<file path="src/rtl/video_timing_gen.sv">
// Raster timing generator: blank/de, hsync/vsync, pixel coordinates and frame/line strobes.
// Latency: outputs are the registered decode of the counter state, one clk behind it.
// Backpressure: none; ce gates raster advance, and level outputs hold while ce=0.
module video_timing_gen #(
    parameter int H_ACTIVE = 640,
    parameter int H_FP     = 16,
    parameter int H_SYNC   = 96,
    parameter int H_BP     = 48,
    parameter int V_ACTIVE = 480,
    parameter int V_FP     = 10,
    parameter int V_SYNC   = 2,
    parameter int V_BP     = 33,
    parameter bit HS_POL   = 1'b0,
    parameter bit VS_POL   = 1'b0,
    parameter int CW       = 12
) (
    input  logic          clk,
    input  logic          reset,
    input  logic          ce,
    input  logic          resync,
    output logic          blank,
    output logic          de,
    output logic          hsync,
    output logic          vsync,
    output logic [CW-1:0] x,
    output logic [CW-1:0] y,
    output logic          line_start,
    output logic          frame_start,
    output logic [7:0]    frame_cnt
);

    localparam int H_TOTAL = H_ACTIVE + H_FP + H_SYNC + H_BP;
    localparam int V_TOTAL = V_ACTIVE + V_FP + V_SYNC + V_BP;

    localparam logic [CW-1:0] HA       = CW'(H_ACTIVE);
    localparam logic [CW-1:0] VA       = CW'(V_ACTIVE);
    localparam logic [CW-1:0] HS_START = CW'(H_ACTIVE + H_FP);
    localparam logic [CW-1:0] HS_END   = CW'(H_ACTIVE + H_FP + H_SYNC);
    localparam logic [CW-1:0] VS_START = CW'(V_ACTIVE + V_FP);
    localparam logic [CW-1:0] VS_END   = CW'(V_ACTIVE + V_FP + V_SYNC);
    localparam logic [CW-1:0] H_LAST   = CW'(H_TOTAL - 1);
    localparam logic [CW-1:0] V_LAST   = CW'(V_TOTAL - 1);

    generate
        if (H_ACTIVE < 1 || H_FP < 1 || H_SYNC < 1 || H_BP < 1 ||
            V_ACTIVE < 1 || V_FP < 1 || V_SYNC < 1 || V_BP < 1) begin : g_bad_timing
            $error("video_timing_gen: every active/porch/sync parameter must be >= 1");
        end
        if (CW < 1 || CW > 30 || (H_TOTAL - 1) >= (1 << CW) || (V_TOTAL - 1) >= (1 << CW)) begin : g_bad_cw
            $error("video_timing_gen: CW too narrow for H_TOTAL-1 / V_TOTAL-1");
        end
    endgenerate

    logic [CW-1:0] hc;
    logic [CW-1:0] vc;
    logic          act;
    logic          hs_a;
    logic          vs_a;
    logic          h_last;
    logic          v_last;

    always_comb begin
        act    = (hc < HA) && (vc < VA);
        hs_a   = (hc >= HS_START) && (hc < HS_END);
        // vs_a depends only on vc, so vsync moves only when hc wraps to 0
        vs_a   = (vc >= VS_START) && (vc < VS_END);
        h_last = (hc == H_LAST);
        v_last = (vc == V_LAST);
    end

    always_ff @(posedge clk) begin
        if (reset || resync) begin
            hc          <= '0;
            vc          <= '0;
            de          <= 1'b0;
            blank       <= 1'b1;
            hsync       <= ~HS_POL;
            vsync       <= ~VS_POL;
            x           <= '0;
            y           <= '0;
            line_start  <= 1'b0;
            frame_start <= 1'b0;
            if (reset) begin
                frame_cnt <= 8'd0;
            end
        end else if (ce) begin
            if (h_last) begin
                hc <= '0;
                vc <= v_last ? '0 : vc + 1'b1;
            end else begin
                hc <= hc + 1'b1;
            end
            de          <= act;
            blank       <= ~act;
            hsync       <= hs_a ? HS_POL : ~HS_POL;
            vsync       <= vs_a ? VS_POL : ~VS_POL;
            x           <= hc;
            y           <= vc;
            line_start  <= (hc == '0);
            frame_start <= (hc == '0) && (vc == '0);
            if ((hc == '0) && (vc == '0)) begin
                frame_cnt <= frame_cnt + 8'd1;
            end
        end else begin
            line_start  <= 1'b0;
            frame_start <= 1'b0;
        end
    end

endmodule

</file>
<file path="config.mk">
export PLATFORM = sky130hd
export DESIGN_NAME = video_timing_gen
export DESIGN_NICKNAME = d
export VERILOG_FILES = /design/src/rtl/video_timing_gen.sv
export SDC_FILE = /design/constraint.sdc
export NUM_CORES = 1
export LEC_CHECK = 0
export CORE_MARGIN = 2
export CORE_UTILIZATION = 45
export CTS_CLUSTER_DIAMETER = 50
export DETAILED_ROUTE_END_ITERATION = 12
export PLACE_DENSITY_LB_ADDON = 0.05
export SYNTH_ARGS = -nofsm -noshare
export SYNTH_HDL_FRONTEND = slang
export SYNTH_SLANG_ARGS = --single-unit
</file>
<file path="constraint.sdc">
create_clock -name clk -period 2.28 [get_ports clk]
set_input_delay 0.228 -clock clk [delete_from_list [all_inputs] [get_ports clk]]
set_output_delay 0.228 -clock clk [all_outputs]
set_load 0.02 [all_outputs]
</file>
### After elaboration in Yosys (flattened, before gate mapping)

Cells that the tools add are included.

* bits in registers: 62
* input port bits: 4
* output and inout port bits: 38
* word-level logic and storage cells: 45

* add/subtract/negate cells: 3
* $lt $le $gt $ge: 6
* equal/unequal tests: 3
* multiplexer cells: 8
* bitwise gates (word level): 2
* reductions and logical operators: 12

Operators by type and width (number)
* $mux 8: 4
* $add 12x1->12 const B: 2
* $eq 12x10->1 const B: 2
* $logic_not 12->1: 2
* $lt 12x10->1 const B: 2
* $lt 12x9->1 const B: 2
* $mux 12: 2
* $ge 12x10->1 const B: 1
* $ge 12x9->1 const B: 1
* $add 8x1->8 const B: 1
* $logic_and 1x1->1: 4
* $reduce_bool 2->1: 2
* $reduce_and 3->1: 1
* $mux 1: 2
* $ne 2x2->1 const B: 1
* $not 1->1: 2
* $reduce_and 2->1: 1
* $reduce_or 2->1: 1
* $logic_or 1x1->1: 1

### Depth between registers and ports, before layout

Gate-level depths: netlist of the first run.

* word-level depth: 5
* mapped depth: 7
* gate-level depth less buffers: 6

### Worst setup path after synthesis of the first run

OpenSTA, ideal clock, no wires.

* kind: flip-flop to flip-flop
* start: register vc[0]
* end: register frame_cnt[0] (enable)
* setup time: 335 ps
* arrival time: 1878 ps
* required time: 1945 ps
* slack: 68 ps
* cell stages (with the launch flop): 7
* period minus slack after synthesis: 2212 ps
* path through: dfxtp_1 -> inv_1 -> ha_1 -> or4b_4 -> nand2b_1 -> or4_1 -> nand2b_1

* longest elaborated chain between the ends: 4

RTL lines
* start, declared: line 55 `logic [CW-1:0] vc;`
* start signal, assigned: line 89 `vc <= v_last ? '0 : vc + 1'b1;`
* $logic_not 12->1: line 101 `if ((hc == '0) && (vc == '0)) begin`
* $logic_and 1x1->1: line 101
* $reduce_bool 2->1 (no line)
* $reduce_and 3->1 (no line)
* end signal, assigned: line 102 `frame_cnt <= frame_cnt + 8'd1;`
* end, declared: line 29 `output logic [7:0] frame_cnt`

No other way between the ends.
A chain may end at the register's enable or synchronous reset.

### Worst setup path after layout of the first run

Same ends and word-level chain as after synthesis.

==> qor.yml, run 1 <==
drt:
  postRouteWirelength_mm: 6.29
  antenna_left: 0
  wl_per_cell_um: 14.6
  drt_iter0_markers: 112
  drt_first_pass_iters: 4
  drc: 0
  num_vias: 2285
  routed_via_density: 5.31
timing:
  setup_total_negative_slack_ns: 0
  finalCriticalPeriod_ns: 2.14
  slew_headroom_pct: 58.8
  max_slew.worst_pin.slew_ns: 0.615
  report.final.setup_viol: 0
  hold_viol: 0
  timing.fmax_mhz: 468
  timing.clock.skew_ns: 0.00769
  rsz_0062_raised_after_global_routing: "no"
  slew_viol_final: 0
  hold_slack_ns: 0.359
  timing.final.crit_share_pct: 93.8
power_and_ir_drop:
  power.leakage_nw: 1.39
  p_switching_mw: 0.503
  finalPower_mw: 2.11
  power.sequential.fraction_pct: 53.9
  cellInternalPower_mw: 1.60
  combPwrFrac_pct: 7.1
  max-vdd-ir-drop_v: 0.000410
  power_per_cell_area_mw_per_mm2: 589
  clock_power_share_pct: 38.9
  p_sw_share_pct: 23.9
die:
  floorplan.initialDensity_pct: 46.9
  die_width_um: 82.8
  design.die.area_mm2: 0.00685
  io_pins: 42
  core_area_mm2: 0.00596
  die-height_um: 82.8
  num_rows: 28
run:
  max_cap_violations: 0
logic_synthesis:
  postSynth.topFlopCell: "sky130_fd_sc_hd__dfxtp_1"
  ys_warn_count: 0
  synthesis.area_mm2: 0.00279
  synthesis.instances: 289
  synth_edf_count: 8
  syn_area_per_cell_um2: 9.66
  synthDistinctLibCells: 45
  synth_seq_area_share_pct: 47.3
  postSynth.asyncResetShare_pct: 0
  syn_nets: 298
  yosys_register_bits: 62
setup_path:
  worstPathMaxFanout: 8
  cp_cell_sequence: "inv_1 -> ha_1 -> or4b_4 -> nand2b_1 -> or4_1 -> nand2b_4"
  slowest_stage_cell_cp: "sky130_fd_sc_hd__or4_1"
  path_class: "register to register"
  critical_path.endpoint_type: "register"
  critical_path_required_ns: 2.31
  worst_path_largest_cell_delay_ns: 0.54
  cp_top_family: "simple AND/OR/NAND/NOR gates"
  startpoint_type: "register"
  worstPathBufferInverterCount: 1
  worst_ep_arrival_time_ns: 2.17
global_routing:
  grt_util_all_layers_pct: 20.8
  grt_first_pass_wirelength_mm: 10.7
  number_of_global_route_vias_before_repair: 2190
  gr-total-overflow: 0
  initial_antenna_violation_count: 0
  grt_start_max_net_pins: 22
final_layout:
  antenna_cells_inserted: 0
  finish.net_count: 359
  filler_cell_count: 550
  share_of_final_layout_standard_cells_stronger_than_drive_strength_1_pct: 13.8
  synthToLayoutAreaGrowth_pct: 28.1
  post-route-util_pct: 60.1
  postLayoutCellArea_mm2: 0.00358
placement:
  numPortBuffers: 41
  placed_cell_area_mm2: 0.00340
  dp_hpwl_mm: 4.52
  finalWeightedCongestion: 0.791
clock_tree:
  clkSinkCount: 62
  clk_path_buf_depth: 2
  cts_inserted_buffers: 9
  clock-root-buffer: "sky130_fd_sc_hd__clkbuf_8"
  worst_skew_pair.late_latency_ns: 0.33
  postCtsHoldBufs: 0
  cts.repair_timing.setup_buffer_count: 0
  cts_tree: "yes"
  cts-htree-levels: 3
  cts_repair_resize_count: 1
  worst_setup_hold_path_clk_slew_ns: 0.07
outcome:
  result_of_the_run: "finished, final reports clean"
hold_path:
  hp-class: "input port to register"
## registers in the layout (all words and copies together) (netlist names)
name	flops
line_start	1
blank	1
frame_start	1
y	12
hsync	1
frame_cnt	8
vc	12
hc	12
vsync	1
x	12
de	1
## per-stage QoR
stage	std cells	setup slack [ns]
detailed placement	414	0.000900
global placement	414	0.0452
CTS	430	0.112
finish	430	0.141
floorplan	289	0.0678
global route	430	0.0296
## cells in the mapped netlist (all sizes together) (2+ instances only)
library cell / count / area share (%)
nor3b: 2 / 0.54
xnor2: 4 / 1.3
or4: 2 / 0.54
edfxtp: 8 / 8.6
or3: 5 / 1.1
nand2b: 5 / 1.1
or4b: 2 / 0.85
nor3: 7 / 1.4
clkbuf: 10 / 1.4
buf: 5 / 1.1
or2: 2 / 0.45
and3: 6 / 1.3
xor2: 10 / 3.1
nor4: 5 / 2.2
o31ai: 7 / 1.9
o211ai: 2 / 0.54
nand2: 11 / 1.5
a21oi: 5 / 0.90
o32ai: 3 / 0.94
nor2: 48 / 6.5
inv: 7 / 0.94
o21ai: 5 / 0.90
mux2i: 25 / 9.0
ha: 5 / 2.2
nand4b: 2 / 0.63
dfxtp: 54 / 39
nand4: 8 / 2.0
a22o: 7 / 2.2
nor2b: 4 / 0.90
and2: 2 / 0.45
and4: 3 / 0.94
nand3: 13 / 2.3
## placed cells by master (no fill, tap or decap), drive strengths merged, types with 2 or more instances in the layout
cell type / netlist / final
ha: 5 / 5
edfxtp: 8 / 8
mux2i: 25 / 25
o211ai: 2 / 2
a22o: 7 / 7
inv: 7 / 7
o31ai: 7 / 7
xor2: 10 / 10
nor3b: 2 / 2
nand3: 13 / 13
dfxtp: 54 / 54
nor2: 48 / 48
clkbuf: 10 / 11
nand4b: 2 / 2
or4b: 2 / 2
clkdlybuf4s50: 0 / 40
xnor2: 4 / 4
nand4: 8 / 8
or4: 2 / 2
o21ai: 5 / 5
nor4: 5 / 5
buf: 5 / 25
nand2: 11 / 11
and4: 3 / 3
nor2b: 4 / 4
o32ai: 3 / 3
and2: 2 / 2
or3: 5 / 5
a21oi: 5 / 5
or2: 2 / 2
nor3: 7 / 7
nand2b: 5 / 5
and3: 6 / 6
clkinv: 0 / 5
## power groups by stage
stage	Combinational (mW)	Clock, mW	Sequential [mW]
2_1_floorplan	0.0718	0	1.18
3_3_place_gp	0.148	0	1.16
3_5_place_dp	0.148	0	1.16
4_1_cts	0.150	0.843	1.14
5_1_grt	0.165	0.882	1.14
6_report	0.150	0.821	1.14
## final timing paths
| check | from | endpoint | slack [ns] | depth (start not counted) |
|---|---|---|---|---|
| setup / recovery | vc[0] | frame_cnt[0] | 0.14 | 6 |
| hold / removal | ce | line_start | 0.36 | 4 |
| setup reg to reg | vc[0] | frame_cnt[0] | 0.14 | 6 |
| hold reg to reg | x[9] | x[9] | 0.49 | 2 |
## routing by layer
layer  vias to the layer above  GRT usage [%]  routed length, µm
met3                         9           4.22                316
met2                        68           28.9               2610
li1                       1157              -                  -
met5                         -              0                  0
met4                         0           10.3                 97
met1                      1051           30.5               3270
## cell families (layout without fill, tap and decap cells)
logic type / Yosys count / after routing / synth area share, %
xor+xnor: 14 / 14 / 4.39
buf+inv: 22 / 88 / 3.40
fa+ha+maj: 5 / 5 / 2.24
simple gates: 129 / 129 / 25.4
flops: 62 / 62 / 47.3
compound gates: 32 / 32 / 8.24
mux: 25 / 25 / 8.96
## final cells by class
class	count	area [µm²]	share of cell area (%)
well taps	75	93.8	2.62
inverters	7	26.3	0.735
repair buffers	65	586	16.4
clock inverters	5	25.0	0.700
flip-flops and latches	62	1320	36.9
multi-input cells	205	1380	38.7
clock buffers	11	141	3.95
## worst min-delay path, delay by kind of cell
kind | cells | cell delay [ns]
buf+inv | 1 | 0.12
simple gates | 3 | 0.29
No activity file was read; power rests on OpenSTA's default activity.
==> run 2: changes to the inputs <==
--- a/config.mk
+++ b/config.mk
@@ -10,6 +10,7 @@
 export CTS_CLUSTER_DIAMETER = 50
 export DETAILED_ROUTE_END_ITERATION = 12
 export PLACE_DENSITY_LB_ADDON = 0.05
+export REMOVE_ABC_BUFFERS = 1
 export SYNTH_ARGS = -nofsm -noshare
 export SYNTH_HDL_FRONTEND = slang
 export SYNTH_SLANG_ARGS = --single-unit
==> run 2 against run 1 <==
Clock-buffer cell count fell by 1. Die area did not move. Total power fell by 1.9%. Sequential power barely moved. Clock skew fell by 0.0015 ns. Routed wire length fell by 5.4%. Global-route usage fell by 1.1 points. Maximum frequency fell by 0.48%. Critical path depth did not move. Largest power group unchanged.
==> qor.yml, run 2 (synthesis gave the netlist of run 1 again) <==
setup_path:
  worst_ep_arrival_time_ns: 2.18  # about the same
  slowest_stage_cell_cp: "sky130_fd_sc_hd__or4_1"
  critical_path_required_ns: 2.31  # about the same
  critical_path.endpoint_type: "register"
  startpoint_type: "register"
  ff2ff_path_depth: 6  # unchanged
  worstPathMaxFanout: 8  # unchanged
  cp_cell_sequence: "inv_1 -> ha_1 -> or4b_4 -> nand2b_1 -> or4_1 -> nand2b_2"
  path_class: "register to register"
  worst_path_largest_cell_delay_ns: 0.50  # -0.04 ns
  r2r_end: "frame_cnt[2]"
  worst-r2r-setup-slack_ns: 0.13  # about the same
  r2r-start: "vc[0]"
die:
  core_area_mm2: 0.00596  # unchanged
  num_rows: 28  # unchanged
  io_pins: 42  # unchanged
  die-height_um: 82.8  # unchanged
  floorplan.initialDensity_pct: 46.9  # unchanged
  die_width_um: 82.8  # unchanged
  design.die.area_mm2: 0.00685  # unchanged
drt:
  postRouteWirelength_mm: 5.95  # -5.4%
  routed_via_density: 5.32  # +0.16%
  drt_iter0_markers: 97  # -13%
  wl_per_cell_um: 13.9  # -5.0%
  num_vias: 2278  # -0.31%
  antenna_left: 0  # unchanged
  drt_first_pass_iters: 4  # unchanged
  drc: 0  # unchanged
placement:
  dp_hpwl_mm: 4.21  # -6.8%
  placed_cell_area_mm2: 0.00339  # -0.44%
  finalWeightedCongestion: 0.796  # +0.59%
  placed_cells_incl_taps: 412  # -0.48%
  numPortBuffers: 41  # unchanged
final_layout:
  postLayoutCellArea_mm2: 0.00355  # -0.84%
  finish.cell_count_without_fillers: 428  # -0.47%
  antenna_cells_inserted: 0  # unchanged
  layout_commonest_cell: "sky130_fd_sc_hd__dfxtp_1"
  synthToLayoutAreaGrowth_pct: 27.0
  share_of_final_layout_standard_cells_stronger_than_drive_strength_1_pct: 13.0  # -0.77 points
  finish.net_count: 357  # -0.56%
  most-common-layout-cells: "sky130_fd_sc_hd__dfxtp_1, sky130_fd_sc_hd__nor2_1, sky130_fd_sc_hd__clkdlybuf4s50_1, sky130_fd_sc_hd__mux2i_1, sky130_fd_sc_hd__buf_4"
power_and_ir_drop:
  finalPower_mw: 2.07  # -1.9%
  power.leakage_nw: 1.37  # -1.5%
  max-vdd-ir-drop_v: 0.000496  # +21%
  power_per_cell_area_mw_per_mm2: 583  # -1.1%
global_routing:
  gr-total-overflow: 0  # unchanged
  number_of_global_route_vias_before_repair: 2190  # unchanged
  initial_antenna_violation_count: 0  # unchanged
  grt_util_all_layers_pct: 19.7  # -1.1 points
  grt_start_max_net_pins: 25  # +14%
  grt_first_pass_wirelength_mm: 10.2  # -4.1%
timing:
  finalCriticalPeriod_ns: 2.15  # +0.0102 ns
  max_slew.worst_pin.slew_ns: 0.578  # -0.0370 ns
  rsz_0062_raised_after_global_routing: "no"
  slew_headroom_pct: 61.2  # +2.5 points
  timing.clock.skew_ns: 0.00616  # -0.00153 ns
  timing.final.crit_share_pct: 94.3  # +0.45 points
  report.final.setup_viol: 0  # unchanged
  timing.fmax_mhz: 465  # -0.48%
  hold_viol: 0  # unchanged
  hold_slack_ns: 0.359  # -0.000407 ns
  setup_total_negative_slack_ns: 0  # unchanged
  slew_viol_final: 0  # unchanged
clock_tree:
  clock-root-buffer: "sky130_fd_sc_hd__clkbuf_8"
  cts_tree: "yes"
  worst_setup_hold_path_clk_slew_ns: 0.07  # about the same
  cts-htree-levels: 3  # unchanged
  clk_path_buf_depth: 2  # unchanged
  clkSinkCount: 62  # unchanged
  cts_inserted_buffers: 9  # unchanged
  cts.repair_timing.setup_buffer_count: 0  # unchanged
  worst_skew_pair.late_latency_ns: 0.33  # about the same
outcome:
  result_of_the_run: "finished, final reports clean"
run:
  max_cap_violations: 0  # unchanged
hold_path:
  worstHoldEndpoint: "line_start"
  min_from: "ce"
  hold-path-cell-count: 4  # unchanged
  hp-class: "input port to register"
-- run 2: cell types whose count changed in the layout (fill, tap and decap cells not counted), sizes merged --
| cell | change |
|---|---|
| buf | -2 |
| clkbuf | -1 |
| clkinv | +1 |
-- run 2: stage by stage --
| stage | utilization [%] | setup slack, ns |
|---|---|---|
| floorplan | - | 0.0678 |
| global placement | 56.9 | 0.0275 |
| detailed placement | 56.9 | 0.0168 |
| CTS | 59.5 | 0.00520 |
| global route | 59.6 | 0.0187 |
| finish | 59.6 | 0.131 |
-- run 2: area by class of cell --
cell class              instances  area, µm²
multi-input cells             205       1380
clock buffers                  10        128
fillers                       555       2410
repair buffers                 63        571
well taps                      75       93.8
inverters                       7       26.3
flip-flops and latches         62       1320
clock inverters                 6       28.8
-- run 2: worst max path at each step --
stage	start	to	slack (ns)
3_3_place_gp	vc[0]	frame_cnt[7]	0.03
6_report	vc[0]	frame_cnt[2]	0.13
5_1_grt	vc[0]	frame_cnt[2]	0.02
4_1_cts	vc[0]	frame_cnt[2]	0.005
3_5_place_dp	vc[0]	frame_cnt[7]	0.02
2_1_floorplan	vc[0]	frame_cnt[0]	0.07
-- run 2: per-layer routing --
metal | up-vias | global-route usage, % | share of wire (%) | wire length, µm
li1 | 1155 | - | - | -
met1 | 1068 | 27.5 | 52 | 3120
met2 | 44 | 29.6 | 42 | 2500
met3 | 11 | 4.22 | 4.1 | 245
met4 | 0 | 8.36 | 1.5 | 87
met5 | - | 0 | 0 | 0
-- run 2: what timing repair did --
action                                 4_1_cts  5_1_grt
endpoints found under the hold margin        0        0
hold buffers                                 0        0
resized for setup                            0        1
setup endpoints to repair                    0        8
-- run 2: worst max-delay path, delay by kind of cell (launching register included) --
family | cells | cell delay (ns)
fa+ha+maj | 1 | 0.14
buf+inv | 1 | 0.08
flops | 1 | 0.31
simple gates | 4 | 1.31
-- run 2: power breakdown --
part           total (mW)  leakage (nW)  switching, mW  internal [mW]
sequential           1.14         0.520         0.0134           1.12
combinational       0.146         0.765         0.0823         0.0634
clock               0.785        0.0870          0.405          0.380
total                2.07          1.37          0.501           1.57
